<file path="src/rtl/listener_fsm_pkg.sv">
// Shared definitions for the req/ack handshake: FSM state encoding and the
// default synchroniser depth used on both sides of the crossing.
package listener_fsm_pkg;

   typedef enum logic [1:0] {
      StIdle = 2'd0,
      StHold = 2'd1,
      StAck  = 2'd2
   } state_t;

   localparam int unsigned DEFAULT_SYNC_STAGES = 2;

endpackage

</file>
<file path="src/rtl/sync_nff.sv">
// N-stage single-bit synchroniser with synchronous active-high reset.
module sync_nff
   import listener_fsm_pkg::*;
#(
   parameter int unsigned STAGES = DEFAULT_SYNC_STAGES
) (
   input  logic clk,
   input  logic reset,
   input  logic i_d,
   output logic o_q
);

   logic [STAGES-1:0] r_sync;

   always_ff @(posedge clk) begin
      if (reset) begin
         r_sync <= '0;
      end else begin
         r_sync <= {r_sync[STAGES-2:0], i_d};
      end
   end

   assign o_q = r_sync[STAGES-1];

endmodule

</file>
<file path="src/rtl/listener_fsm.sv">
// Receiving side of a 4-phase req/ack handshake: captures the talker's word,
// offers it to a valid/ready consumer and acknowledges only once it is taken.
module listener_fsm
   import listener_fsm_pkg::*;
#(
   parameter int unsigned DATA_WIDTH  = 8,
   parameter int unsigned SYNC_STAGES = DEFAULT_SYNC_STAGES,
   parameter int unsigned CNT_WIDTH   = 16
) (
   input  logic                  clk,
   input  logic                  reset,
   input  logic                  req_in,
   input  logic [DATA_WIDTH-1:0] data_in,
   output logic                  ack_out,
   output logic [DATA_WIDTH-1:0] data_out,
   output logic                  data_valid,
   input  logic                  data_ready,
   output logic                  busy,
   output logic [CNT_WIDTH-1:0]  xfer_count
);

   if (SYNC_STAGES < 2 || SYNC_STAGES > 4) begin : g_bad_stages
      $error("listener_fsm: SYNC_STAGES must be in 2..4");
   end

   state_t r_state;
   logic   w_req_s;

   sync_nff #(
      .STAGES (SYNC_STAGES)
   ) u_req_sync (
      .clk   (clk),
      .reset (reset),
      .i_d   (req_in),
      .o_q   (w_req_s)
   );

   // Outputs are assigned alongside each transition so they are pure flops.
   always_ff @(posedge clk) begin
      if (reset) begin
         r_state    <= StIdle;
         ack_out    <= 1'b0;
         data_valid <= 1'b0;
         busy       <= 1'b0;
         data_out   <= '0;
         xfer_count <= '0;
      end else begin
         case (r_state)
            StIdle: begin
               if (w_req_s) begin
                  data_out   <= data_in;
                  data_valid <= 1'b1;
                  busy       <= 1'b1;
                  r_state    <= StHold;
               end
            end
            StHold: begin
               if (data_ready) begin
                  data_valid <= 1'b0;
                  ack_out    <= 1'b1;
                  r_state    <= StAck;
               end
            end
            StAck: begin
               if (!w_req_s) begin
                  ack_out    <= 1'b0;
                  busy       <= 1'b0;
                  xfer_count <= xfer_count + 1'b1;
                  r_state    <= StIdle;
               end
            end
            default: begin
               ack_out    <= 1'b0;
               data_valid <= 1'b0;
               busy       <= 1'b0;
               r_state    <= StIdle;
            end
         endcase
      end
   end

endmodule

</file>
<file path="config.mk">
export PLATFORM = sky130hd
export DESIGN_NAME = listener_fsm
export DESIGN_NICKNAME = d
export VERILOG_FILES = /design/src/rtl/listener_fsm_pkg.sv /design/src/rtl/sync_nff.sv /design/src/rtl/listener_fsm.sv
export SDC_FILE = /design/constraint.sdc
export NUM_CORES = 1
export LEC_CHECK = 0
export CORE_UTILIZATION = 40
export DETAILED_ROUTE_END_ITERATION = 10
export GPL_TIMING_DRIVEN = 0
export PLACE_DENSITY_LB_ADDON = 0.1
export REMOVE_ABC_BUFFERS = 1
export SETUP_SLACK_MARGIN = 0.5
export SLEW_MARGIN = 30
export SYNTH_ARGS = -nofsm -noshare
export SYNTH_HDL_FRONTEND = slang
export SYNTH_SLANG_ARGS = --single-unit
</file>
<file path="constraint.sdc">
create_clock -name clk -period 5.7 [get_ports clk]
set_clock_uncertainty 0.05 [all_clocks]
set_input_delay 1.14 -clock clk [delete_from_list [all_inputs] [get_ports clk]]
set_output_delay 1.14 -clock clk [all_outputs]
set_load 0.01 [all_outputs]
</file>
==> impl_metrics.sql, run 1 <==
INSERT INTO impl_metrics (metric_group, metric, value, unit) VALUES
('pwr', 'p_sw', '88.73', 'uW'),
('worst_setup_path', 'cpLargestDelayFamily', 'buffers and inverters', ''),
('route', 'antenna_violating_nets_post_route', '0', ''),
('route', 'drc_errors', '0', ''),
('cts', 'clk-insertion-delay-late', '0.32', 'ns'),
('min_path', 'hp-start', 'u_req_sync.r_sync[0]', ''),
('yosys', 'ys_types', '29', ''),
('timing', 'final_hold_viol_count', '0', ''),
('pwr', 'p_leak', '0.0005700', 'uW'),
('finish', 'finish.instance_area', '1719', 'um2'),
('cts', 'cts_made_buffers', '5', ''),
('worst_setup_path', 'critPathMaxFanout', '8', ''),
('floorplan', 'floorplan.core_area', '3028', 'um2'),
('placed_design', 'hpwlAfterDp', '1802', 'um'),
('route', 'drt_iter0_drc', '46', ''),
('timing', 'layout_min_cycle_time', '2.599', 'ns'),
('yosys', 'synthesis.area_per_instance', '8.987', 'um2'),
('yosys', 'netlist.top_cell.by_area', 'sky130_fd_sc_hd__dfxtp_1', ''),
('finish', 'sequential_cell_area', '620.6', 'um2'),
('finish', 'most_common_library_cell_in_the_layout_ignoring_fill_and_taps', 'sky130_fd_sc_hd__clkdlybuf4s50_1', ''),
('route', 'wl', '2571', 'um'),
('worst_setup_path', 'critical_path_at', '1.41', 'ns'),
('pwr', 'power_share_of_the_sequential_group', '60.0', '%'),
('pwr', 'share_clk_of_total_power', '32.0', '%'),
('cts', 'clk_transition_reported_paths', '0.09', 'ns'),
('yosys', 'synth.ff_latch_count', '31', ''),
('finish', 'area_of_combinational_cells_with_multiple_inputs', '591.8', 'um2'),
('placed_design', 'globalplace.congestion', '0.7711', ''),
('yosys', 'multiplexer_area_fraction_after_synthesis', '7.157', '%'),
('floorplan', 'floorplan.io_pins', '39', ''),
('timing', 'final_slew_viol_count', '0', ''),
('pwr', 'power_density', '218.2', 'nW/um2'),
('min_path', 'hold_depth', '1', ''),
('cts', 'postCtsHoldBufs', '0', ''),
('yosys', 'synthXorXnorAreaFrac', '7.549', '%'),
('finish', 'layout.filler_cells', '288', ''),
('worst_setup_path', 'worst_r2r_endpoint', 'xfer_count[13]', ''),
('worst_setup_path', 'critical_path.slowest_cell', 'sky130_fd_sc_hd__clkdlybuf4s50_1', ''),
('yosys', 'post_synth_and_or_nand_nor_area_fraction', '24.02', '%'),
('pwr', 'netSwitchingFraction', '23.65', '%'),
('yosys', 'post_synth_inst_count', '142', ''),
('timing', 'rsz_0062_raised_after_global_routing', 'no', ''),
('worst_setup_path', 'crit_chain', 'clkdlybuf4s50_1', ''),
('cts', 'num_clock_sinks', '31', ''),
('route', 'detail_route.vias_per_cell', '4.929', ''),
('finish', 'layout_area_overhead', '34.71', '%'),
('finish', 'nets', '193', ''),
('floorplan', 'die_width', '58.49', 'um'),
('yosys', 'top_area_cells_in_the_synthesized_netlist', 'sky130_fd_sc_hd__dfxtp_1 49%, sky130_fd_sc_hd__nor2_1 7.6%, sky130_fd_sc_hd__mux2i_1 6.3%', ''),
('placed_design', 'place_inst', '217', ''),
('global_routing', 'grt_pass1_wl', '4409', 'um'),
('timing', 'timing.max_slew.rel_slack', '44.33', '%'),
('finish', 'layout_common_cells', '37 x sky130_fd_sc_hd__clkdlybuf4s50_1, 31 x sky130_fd_sc_hd__dfxtp_1, 26 x sky130_fd_sc_hd__nor2_1, 9 x sky130_fd_sc_hd__a21oi_1, 8 x sky130_fd_sc_hd__mux2i_1', ''),
('min_path', 'hp-class', 'flop to flop', ''),
('yosys', 'synth_top_family_by_area', 'simple AND/OR/NAND/NOR gates', ''),
('global_routing', 'grt_remaining_overflow', '0', ''),
('global_routing', 'grt_usage', '17.33', '%'),
('floorplan', 'placementRows', '20', ''),
('global_routing', 'antenna_violations_before_repair', '0', ''),
('timing', 'setup_tns', '0', 'ns'),
('global_routing', 'first_global_vias', '994', ''),
('global_routing', 'maximum_number_of_pins_on_one_net_before_global_route_repair', '33', ''),
('finish', 'diodes', '0', ''),
('worst_setup_path', 'timing.setup.critical_path_class', 'flop to output port', ''),
('yosys', 'synth_sequential_area_ratio', '48.63', '%'),
('job', 'max_cap_violations', '0', ''),
('timing', 'max_slew.worst_pin.slew', '0.8319', 'ns'),
('status', 'run_status', 'finished, final reports clean', ''),
('floorplan', 'design.die.area', '3421', 'um2'),
('floorplan', 'initial_core_util', '42.15', '%'),
('worst_setup_path', 'critical_path.n_buffers_inverters', '1', '');
-- cells by family (layout without fill, tap and decap cells) --
| group | after synthesis | after routing |
|---|---|---|
| adder cells (fa/ha/maj) | 1 | 1 |
| AO/OA/AOI/OAI | 15 | 15 |
| XOR/XNOR | 11 | 11 |
| buffers and inverters | 14 | 53 |
| multiplexers | 9 | 9 |
| flip-flops | 31 | 31 |
| AND/OR/NAND/NOR | 61 | 61 |
-- power groups by stage --
stage	logic (uW)	clock network, uW	registers, uW
CTS	30.4	126	225
floorplan	9.88	0	231
finish	29.9	120	225
global route	33.2	134	226
global placement	30.0	0	230
detailed placement	30.3	0	230
-- per-layer routing --
metal | part of all wire [%] | global-route usage, % | vias up
li1 | - | - | 564
met1 | 45 | 18.73 | 514
met2 | 49 | 30.54 | 25
met3 | 4.9 | 6.374 | 6
met4 | 1.7 | 7.143 | 0
met5 | 0 | 0 | -
-- stage by stage --
stage / setup WS, ns / util, % / hold WS, ns
after global routing: 3.018 / 56.78 / 0.4250
after CTS: 3.083 / 56.78 / 0.4103
after detailed placement: 3.448 / 55.12 / 0.3878
after floorplan: 3.645 / - / 0.3638
after global placement: 2.786 / 55.29 / 0.3644
final: 3.101 / 56.78 / 0.3974
-- sequential cells by signal (all words and copies together), names as in the netlist --
| signal | flops |
|---|---|
| data_out | 8 |
| u_req_sync.r_sync | 2 |
| data_valid | 1 |
| r_state | 2 |
| busy | 1 |
| xfer_count | 16 |
| ack_out | 1 |
-- cells in the mapped netlist, drive strengths merged --
cell / instances
nand4: 4
a21oi: 9
mux2: 1
a31oi: 1
buf: 2
a2111oi: 1
nand3: 7
dfxtp: 31
nor4bb: 1
o21ai: 3
nor3: 2
nor4: 4
clkbuf: 5
or3b: 1
and3: 1
xnor2: 6
mux2i: 8
nor2b: 3
nand2b: 1
or4: 3
inv: 7
nand2: 5
xor2: 5
ha: 1
or3: 3
o32a: 1
nor2: 26
-- area by class of cell --
type / instances / area share [%]
Inverter: 7 / 1.528
Timing Repair Buffer: 38 / 21.83
Sequential cell: 31 / 36.10
Clock buffer: 7 / 2.620
Multi-Input combinational cell: 97 / 34.43
Tap cell: 44 / 3.202
Clock inverter: 1 / 0.2911
-- worst max path at each step --
stage | from | end | cells past startpoint
CTS | xfer_count[2] | xfer_count[2] | 1
floorplan | r_state[1] | xfer_count[13] | 4
global route | xfer_count[2] | xfer_count[2] | 1
finish | xfer_count[2] | xfer_count[2] | 1
global placement | reset | xfer_count[15] | 3
detailed placement | xfer_count[2] | xfer_count[2] | 1
Note: power is estimated with default switching activity, not from simulation.
==> inputs of run 2 (changes only) <==
==> constraint.sdc (replaced) <==
create_clock -name clk -period 2.17 [get_ports clk]
set_clock_uncertainty 0.05 [all_clocks]
set_input_delay 0.434 -clock clk [delete_from_list [all_inputs] [get_ports clk]]
set_output_delay 0.434 -clock clk [all_outputs]
set_load 0.01 [all_outputs]
==> run 2 against run 1 <==
  * Sequential share of layout area is 2.2 points lower
  * Clock power grew to 2.7 times the previous value
  * Power grew to 2.6 times the previous value
==> impl_metrics.sql, run 2 (same netlist as run 1, synthesis figures left out) <==
INSERT INTO impl_metrics (metric_group, metric, value, unit) VALUES
('floorplan', 'die_height', '58.49', 'um'),
('cts', 'clk_transition_reported_paths', '0.10', 'ns'),
('cts', 'cts_tree', 'done', ''),
('floorplan', 'design.die.area', '3421', 'um2'),
('finish', 'finish.utilization', '63.51', '%'),
('route', 'top_signal_layer_used', 'met4', ''),
('route', 'dr_wl_met3', '161', 'um'),
('route', 'wl', '3031', 'um'),
('worst_setup_path', 'critical_path_at', '2.01', 'ns'),
('status', 'run_status', 'finished, final reports clean', ''),
('route', 'drt_iter0_drc', '29', ''),
('route', 'avgRoutedWirePerCell', '12.79', 'um'),
('pwr', 'power_share_of_the_sequential_group', '58.6', '%'),
('cts', 'clk-insertion-delay-late', '0.33', 'ns'),
('pwr', 'netSwitchingFraction', '24.73', '%'),
('cts', 'num_clock_sinks', '31', ''),
('timing', 'finalSetupViolations', '0', ''),
('route', 'wl_met1', '1246', 'um'),
('pwr', 'p_int', '747.5', 'uW'),
('placed_design', 'hpwlAfterDp', '1802', 'um'),
('pwr', 'power.total', '993.0', 'uW'),
('route', 'antenna_violating_nets_post_route', '0', ''),
('global_routing', 'grt_remaining_overflow', '0', ''),
('timing', 'timing.max_slew.rel_slack', '60.59', '%'),
('finish', 'finish.instance_area', '1923', 'um2'),
('finish', 'layout.filler_cells', '274', ''),
('finish', 'largest_register_ffs', '16', ''),
('finish', 'diodes', '0', ''),
('placed_design', 'globalplace.congestion', '0.7711', ''),
('cts', 'cts_htree_levels', '2', ''),
('finish', 'reg_top3', 'xfer_count (16), data_out (8)', ''),
('timing', 'final_slew_viol_count', '0', ''),
('cts', 'postCtsHoldBufs', '0', ''),
('global_routing', 'grt_pass1_wl', '5112', 'um'),
('timing', 'final_hold_viol_count', '0', ''),
('finish', 'area_of_combinational_cells_with_multiple_inputs', '688.2', 'um2'),
('global_routing', 'antenna_violations_before_repair', '0', ''),
('worst_setup_path', 'critical_path_required', '2.34', 'ns'),
('timing', 'layout_min_cycle_time', '1.839', 'ns'),
('placed_design', 'port-buffer-count', '38', ''),
('route', 'firstDrtPassIters', '4', ''),
('cts', 'clock_root_buffer', 'sky130_fd_sc_hd__clkbuf_4', ''),
('floorplan', 'initial_core_util', '42.15', '%'),
('route', 'detail_route.vias_per_cell', '5.008', ''),
('min_path', 'hp-class', 'flop to flop', ''),
('timing', 'rsz_0062_raised_after_global_routing', 'yes', ''),
('route', 'vias', '1187', ''),
('pwr', 'p_leak', '0.0008204', 'uW'),
('finish', 'largest-register', 'xfer_count', ''),
('worst_setup_path', 'timing.setup.critical_path_class', 'flop to flop', ''),
('finish', 'layout_common_cells', '25 x sky130_fd_sc_hd__nor2_1, 25 x sky130_fd_sc_hd__dlygate4sd2_1, 18 x sky130_fd_sc_hd__dfxtp_1, 11 x sky130_fd_sc_hd__clkdlybuf4s50_1, 9 x sky130_fd_sc_hd__buf_4', ''),
('pwr', 'share_clk_of_total_power', '32.6', '%'),
('global_routing', 'first_global_vias', '1108', ''),
('placed_design', 'placed_cell_area', '1669', 'um2'),
('timing', 'final_min_period_over_clock_period', '84.75', '%'),
('finish', 'sequential_cell_area', '651.9', 'um2'),
('finish', 'nets', '205', ''),
('route', 'drc_errors', '0', ''),
('floorplan', 'placementRows', '20', ''),
('global_routing', 'maximum_number_of_pins_on_one_net_before_global_route_repair', '33', ''),
('timing', 'fmax', '543.8', 'MHz'),
('cts', 'cts_made_buffers', '5', ''),
('worst_setup_path', 'cp-start-kind', 'flop', ''),
('pwr', 'power_density', '516.3', 'nW/um2'),
('finish', 'layout_area_overhead', '50.69', '%'),
('timing', 'max_slew.worst_pin.slew', '0.5912', 'ns'),
('route', 'met2RoutedLength', '1584', 'um'),
('pwr', 'power.combinational.fraction', '8.8', '%'),
('global_routing', 'grt_usage', '20.00', '%'),
('pwr', 'p_sw', '245.5', 'uW'),
('floorplan', 'floorplan.core_area', '3028', 'um2'),
('worst_setup_path', 'critPathMaxFanout', '7', ''),
('job', 'max_cap_violations', '0', ''),
('floorplan', 'floorplan.io_pins', '39', ''),
('worst_setup_path', 'worst_setup_path_end_kind', 'flop', ''),
('floorplan', 'die_width', '58.49', 'um'),
('finish', 'share_of_final_layout_standard_cells_stronger_than_drive_strength_1', '24.35', '%'),
('cts', 'clock_path_buffers', '2', ''),
('pwr', 'power.ir.vdd_worst', '329.1', 'uV');
[run 2: cell count changes in the layout (fill, tap and decap cells not counted), sizes merged]
cell / previous run / this run
buf: 1 / 13
clkdlybuf4s50: 37 / 11
dlygate4sd2: 0 / 25
dlymetal6s2s: 0 / 1
[run 2: routing by layer]
layer | global-route usage (%) | up-vias
met5 | 0 | -
met4 | 7.823 | 0
met3 | 6.593 | 6
met2 | 35.96 | 34
met1 | 21.69 | 557
li1 | - | 590
[run 2: what timing repair did]
action / in CTS / in global routing
gates resized for setup: 53 / 13
pin swaps: 9 / 5
buffers inserted: 10 / 2
endpoints found under the setup margin: 49 / 16
[run 2: power by group through the flow]
stage | clock network (uW) | registers [uW] | logic [uW]
after detailed placement | 0 | 604 | 79.6
final | 324 | 582 | 87.6
after global placement | 0 | 603 | 78.9
after floorplan | 0 | 606 | 25.9
after global routing | 355 | 584 | 96.2
after CTS | 330 | 584 | 85.8
[run 2: worst paths after layout]
check	depth (start not counted)	from	slack (ns)	endpoint
min reg2reg	1	u_req_sync.r_sync[0]	0.39	u_req_sync.r_sync[1]
max reg2reg	4	xfer_count[3]	0.33	xfer_count[15]
max	4	xfer_count[3]	0.33	xfer_count[15]
min	1	u_req_sync.r_sync[0]	0.39	u_req_sync.r_sync[1]
[run 2: area by class of cell]
cell class	count	share of cell area (%)
multi-input combinational	97	35.78
sequential	31	33.90
timing repair buffer	50	23.49
tap	44	2.863
clock buffer	7	2.342
inverter	7	1.366
clock inverter	1	0.2602
[run 2: stage by stage]
step | cells | TNS [ns] | hold WS, ns | setup slack, ns
4_1_cts | 235 | 0 | 0.4013 | 0.3362
2_1_floorplan | 135 | 0 | 0.3638 | 0.1151
5_1_grt | 237 | 0 | 0.4166 | 0.2828
6_report | 237 | 0 | 0.3933 | 0.3310
3_3_place_gp | 217 | -0.08542 | 0.3644 | -0.04704
3_5_place_dp | 217 | -0.04159 | 0.3878 | -0.04159
[run 2: critical path, cell delays in order, from the launching register on]
cell and delay [ns]:
sky130_fd_sc_hd__dfxtp_4 0.39, sky130_fd_sc_hd__nand4_1 0.15, sky130_fd_sc_hd__or4_4 0.56, sky130_fd_sc_hd__nor4_2 0.23
sky130_fd_sc_hd__mux2_2 0.35
==> inputs of run 3 (changes only) <==
==> constraint.sdc (replaced) <==
create_clock -name clk -period 1.9 [get_ports clk]
set_clock_uncertainty 0.05 [all_clocks]
set_input_delay 0.38 -clock clk [delete_from_list [all_inputs] [get_ports clk]]
set_output_delay 0.38 -clock clk [all_outputs]
set_load 0.01 [all_outputs]
==> run 3 against run 2 <==
  * First-iteration DRC count is 69% higher
  * Clock power is 12% higher
  * Routed wire length is 0.73% higher
  * Fmax is 1.4% higher
  * Count of clock-buffer cells in the layout stayed put
  * Die area stayed put
  * Final cell count is 3.4% higher
  * Critical path depth stayed put
  * Global-route usage is 0.64 points lower
  * Non-clock buffer count is 8 higher
  * Combinational power is 22% higher
  * Sequential share of layout area is 1.3 points lower
  * Critical path type unchanged
==> impl_metrics.sql, run 3 (same netlist as run 1, synthesis figures left out) <==
INSERT INTO impl_metrics (metric_group, metric, value, unit) VALUES
('status', 'run_status', 'finished, final reports clean', ''),
('job', 'max_cap_violations', '0', ''),
('cts', 'cts_made_buffers', '5', ''),
('floorplan', 'die_height', '58.49', 'um'),
('placed_design', 'place_inst', '217', ''),
('global_routing', 'antenna_violations_before_repair', '0', ''),
('cts', 'cts_htree_levels', '2', ''),
('finish', 'reg_top3', 'xfer_count (16), data_out (8)', ''),
('cts', 'cts_tree', 'done', ''),
('finish', 'most_common_library_cell_in_the_layout_ignoring_fill_and_taps', 'sky130_fd_sc_hd__nor2_1', ''),
('worst_setup_path', 'cp-start-kind', 'flop', ''),
('worst_setup_path', 'critPathMaxStageDelay', '0.50', 'ns'),
('min_path', 'hp-start', 'u_req_sync.r_sync[0]', ''),
('timing', 'final_min_period_over_clock_period', '95.49', '%'),
('global_routing', 'first_global_vias', '1088', ''),
('route', 'firstDrtPassIters', '4', ''),
('pwr', 'power_share_of_the_sequential_group', '58.7', '%'),
('pwr', 'netSwitchingFraction', '24.22', '%'),
('timing', 'final_hold_viol_count', '0', ''),
('floorplan', 'initial_core_util', '42.15', '%'),
('timing', 'max_slew.worst_pin.slew', '0.5854', 'ns'),
('finish', 'layout_area_overhead', '57.65', '%'),
('finish', 'share_of_final_layout_standard_cells_stronger_than_drive_strength_1', '34.83', '%'),
('floorplan', 'floorplan.core_area', '3028', 'um2'),
('finish', 'layout_common_cells', '25 x sky130_fd_sc_hd__nor2_1, 15 x sky130_fd_sc_hd__buf_4, 13 x sky130_fd_sc_hd__dfxtp_2, 13 x sky130_fd_sc_hd__dfxtp_1, 13 x sky130_fd_sc_hd__clkdlybuf4s15_1', ''),
('cts', 'clk_transition_reported_paths', '0.09', 'ns'),
('min_path', 'hold_depth', '1', ''),
('finish', 'nets', '213', ''),
('worst_setup_path', 'worst_setup_path_end_kind', 'flop', ''),
('placed_design', 'globalplace.congestion', '0.7711', ''),
('worst_setup_path', 'reg_to_reg_startpoint', 'u_req_sync.r_sync[1]', ''),
('timing', 'fmax', '551.1', 'MHz'),
('route', 'drc_errors', '0', ''),
('worst_setup_path', 'timing.reg2reg.worst_path_depth', '4', ''),
('timing', 'setup_tns', '0', 'ns'),
('global_routing', 'grt_remaining_overflow', '0', ''),
('cts', 'clock_root_buffer', 'sky130_fd_sc_hd__clkbuf_4', ''),
('timing', 'timing.max_slew.rel_slack', '60.97', '%'),
('route', 'drt_iter0_drc', '49', ''),
('worst_setup_path', 'worst_r2r_endpoint', 'xfer_count[13]', ''),
('cts', 'num_clock_sinks', '31', ''),
('cts', 'clock_path_buffers', '2', ''),
('finish', 'largest_register_ffs', '16', ''),
('pwr', 'p_leak', '0.0008135', 'uW'),
('floorplan', 'die_width', '58.49', 'um'),
('cts', 'clk-insertion-delay-late', '0.32', 'ns'),
('floorplan', 'floorplan.io_pins', '39', ''),
('timing', 'final_slew_viol_count', '0', ''),
('worst_setup_path', 'critical_path_at', '2.02', 'ns'),
('route', 'vias', '1210', ''),
('timing', 'rsz_0062_raised_after_global_routing', 'yes', ''),
('timing', 'finalSetupViolations', '0', ''),
('pwr', 'share_clk_of_total_power', '31.9', '%'),
('pwr', 'power_density', '564.6', 'nW/um2'),
('worst_setup_path', 'critical_path_required', '2.11', 'ns'),
('worst_setup_path', 'critPathMaxFanout', '3', ''),
('pwr', 'power.combinational.fraction', '9.4', '%'),
('worst_setup_path', 'regToRegSetupSlack', '0.09', 'ns'),
('worst_setup_path', 'timing.setup.critical_path_class', 'flop to flop', ''),
('finish', 'fin_cells', '245', ''),
('worst_setup_path', 'crit_chain', 'or3b_4 -> or4_4 -> or3_1 -> a21oi_1', ''),
('pwr', 'power.ir.vdd_worst', '415.0', 'uV'),
('finish', 'largest-register', 'xfer_count', ''),
('finish', 'diodes', '0', ''),
('pwr', 'p_int', '860.8', 'uW'),
('route', 'avgRoutedWirePerCell', '12.46', 'um'),
('timing', 'layout_min_cycle_time', '1.814', 'ns'),
('route', 'wl', '3053', 'um'),
('min_path', 'hp-class', 'flop to flop', ''),
('global_routing', 'grt_pass1_wl', '4912', 'um'),
('placed_design', 'hpwlAfterDp', '1802', 'um'),
('pwr', 'p_sw', '275.1', 'uW'),
('route', 'antenna_violating_nets_post_route', '0', ''),
('placed_design', 'port-buffer-count', '38', ''),
('global_routing', 'grt_usage', '19.36', '%'),
('floorplan', 'placementRows', '20', ''),
('global_routing', 'maximum_number_of_pins_on_one_net_before_global_route_repair', '33', ''),
('min_path', 'holdPathEnd', 'u_req_sync.r_sync[1]', ''),
('pwr', 'power.total', '1136', 'uW'),
('worst_setup_path', 'critical_path.slowest_cell', 'sky130_fd_sc_hd__or4_4', ''),
('route', 'detail_route.vias_per_cell', '4.939', ''),
('floorplan', 'design.die.area', '3421', 'um2');
## run 3: routing by layer
layer,vias to the layer above,GRT usage [%],share of wire (%)
met4,0,7.143,0.95
met5,-,0,0
met2,28,34.15,51
met1,577,21.72,43
met3,5,6.374,4.6
li1,600,-,-
## run 3: layout make-up
cell class	count	area (um2)
timing repair buffer	58	529.3
clock buffer	7	45.04
sequential	31	655.6
fill	262	1016
multi-input combinational	97	695.7
clock inverter	1	5.005
tap	44	55.05
inverter	7	26.28
## run 3: how the worst max path moves through the flow
stage	from	to
after floorplan	r_state[1]	xfer_count[13]
after global placement	r_state[1]	xfer_count[13]
after detailed placement	r_state[1]	xfer_count[13]
after CTS	u_req_sync.r_sync[1]	xfer_count[8]
after global routing	u_req_sync.r_sync[1]	xfer_count[13]
final	u_req_sync.r_sync[1]	xfer_count[13]
## run 3: power groups by stage
| stage | clock network [uW] | registers, uW | logic (uW) |
|---|---|---|---|
| 2_1_floorplan | 0 | 693 | 29.6 |
| 3_3_place_gp | 0 | 689 | 90.1 |
| 3_5_place_dp | 0 | 690 | 90.9 |
| 4_1_cts | 377 | 666 | 104 |
| 5_1_grt | 401 | 668 | 117 |
| 6_report | 363 | 666 | 107 |
## run 3: timing repair
| item | CTS | global route |
|---|---|---|
| pin swaps | 7 | 6 |
| hold buffers | 0 | 0 |
| setup buffers | 13 | 7 |
| cloned | 0 | 0 |
| endpoints found under the setup margin | 51 | 39 |
| gates resized for setup | 79 | 34 |
| endpoints found under the hold margin | 0 | 0 |
## run 3: worst max-delay path, delay by kind of cell, from the launching register on
kind               cells  cell delay (ns)
and+or+nand+nor        3             1.23
DFF                    1             0.35
AOI/OAI and AO/OA      1             0.12
## run 3: stage by stage
stage	hold WS (ns)	worst slack [ns]	utilization, %	area [um2]
2_1_floorplan	0.3638	-0.1549	-	1239
3_3_place_gp	0.3644	-0.3170	55.29	1674
3_5_place_dp	0.3878	-0.3116	55.12	1669
4_1_cts	0.4013	0.08756	62.48	1892
5_1_grt	0.4166	0.02106	66.45	2012
6_report	0.3948	0.08560	66.45	2012
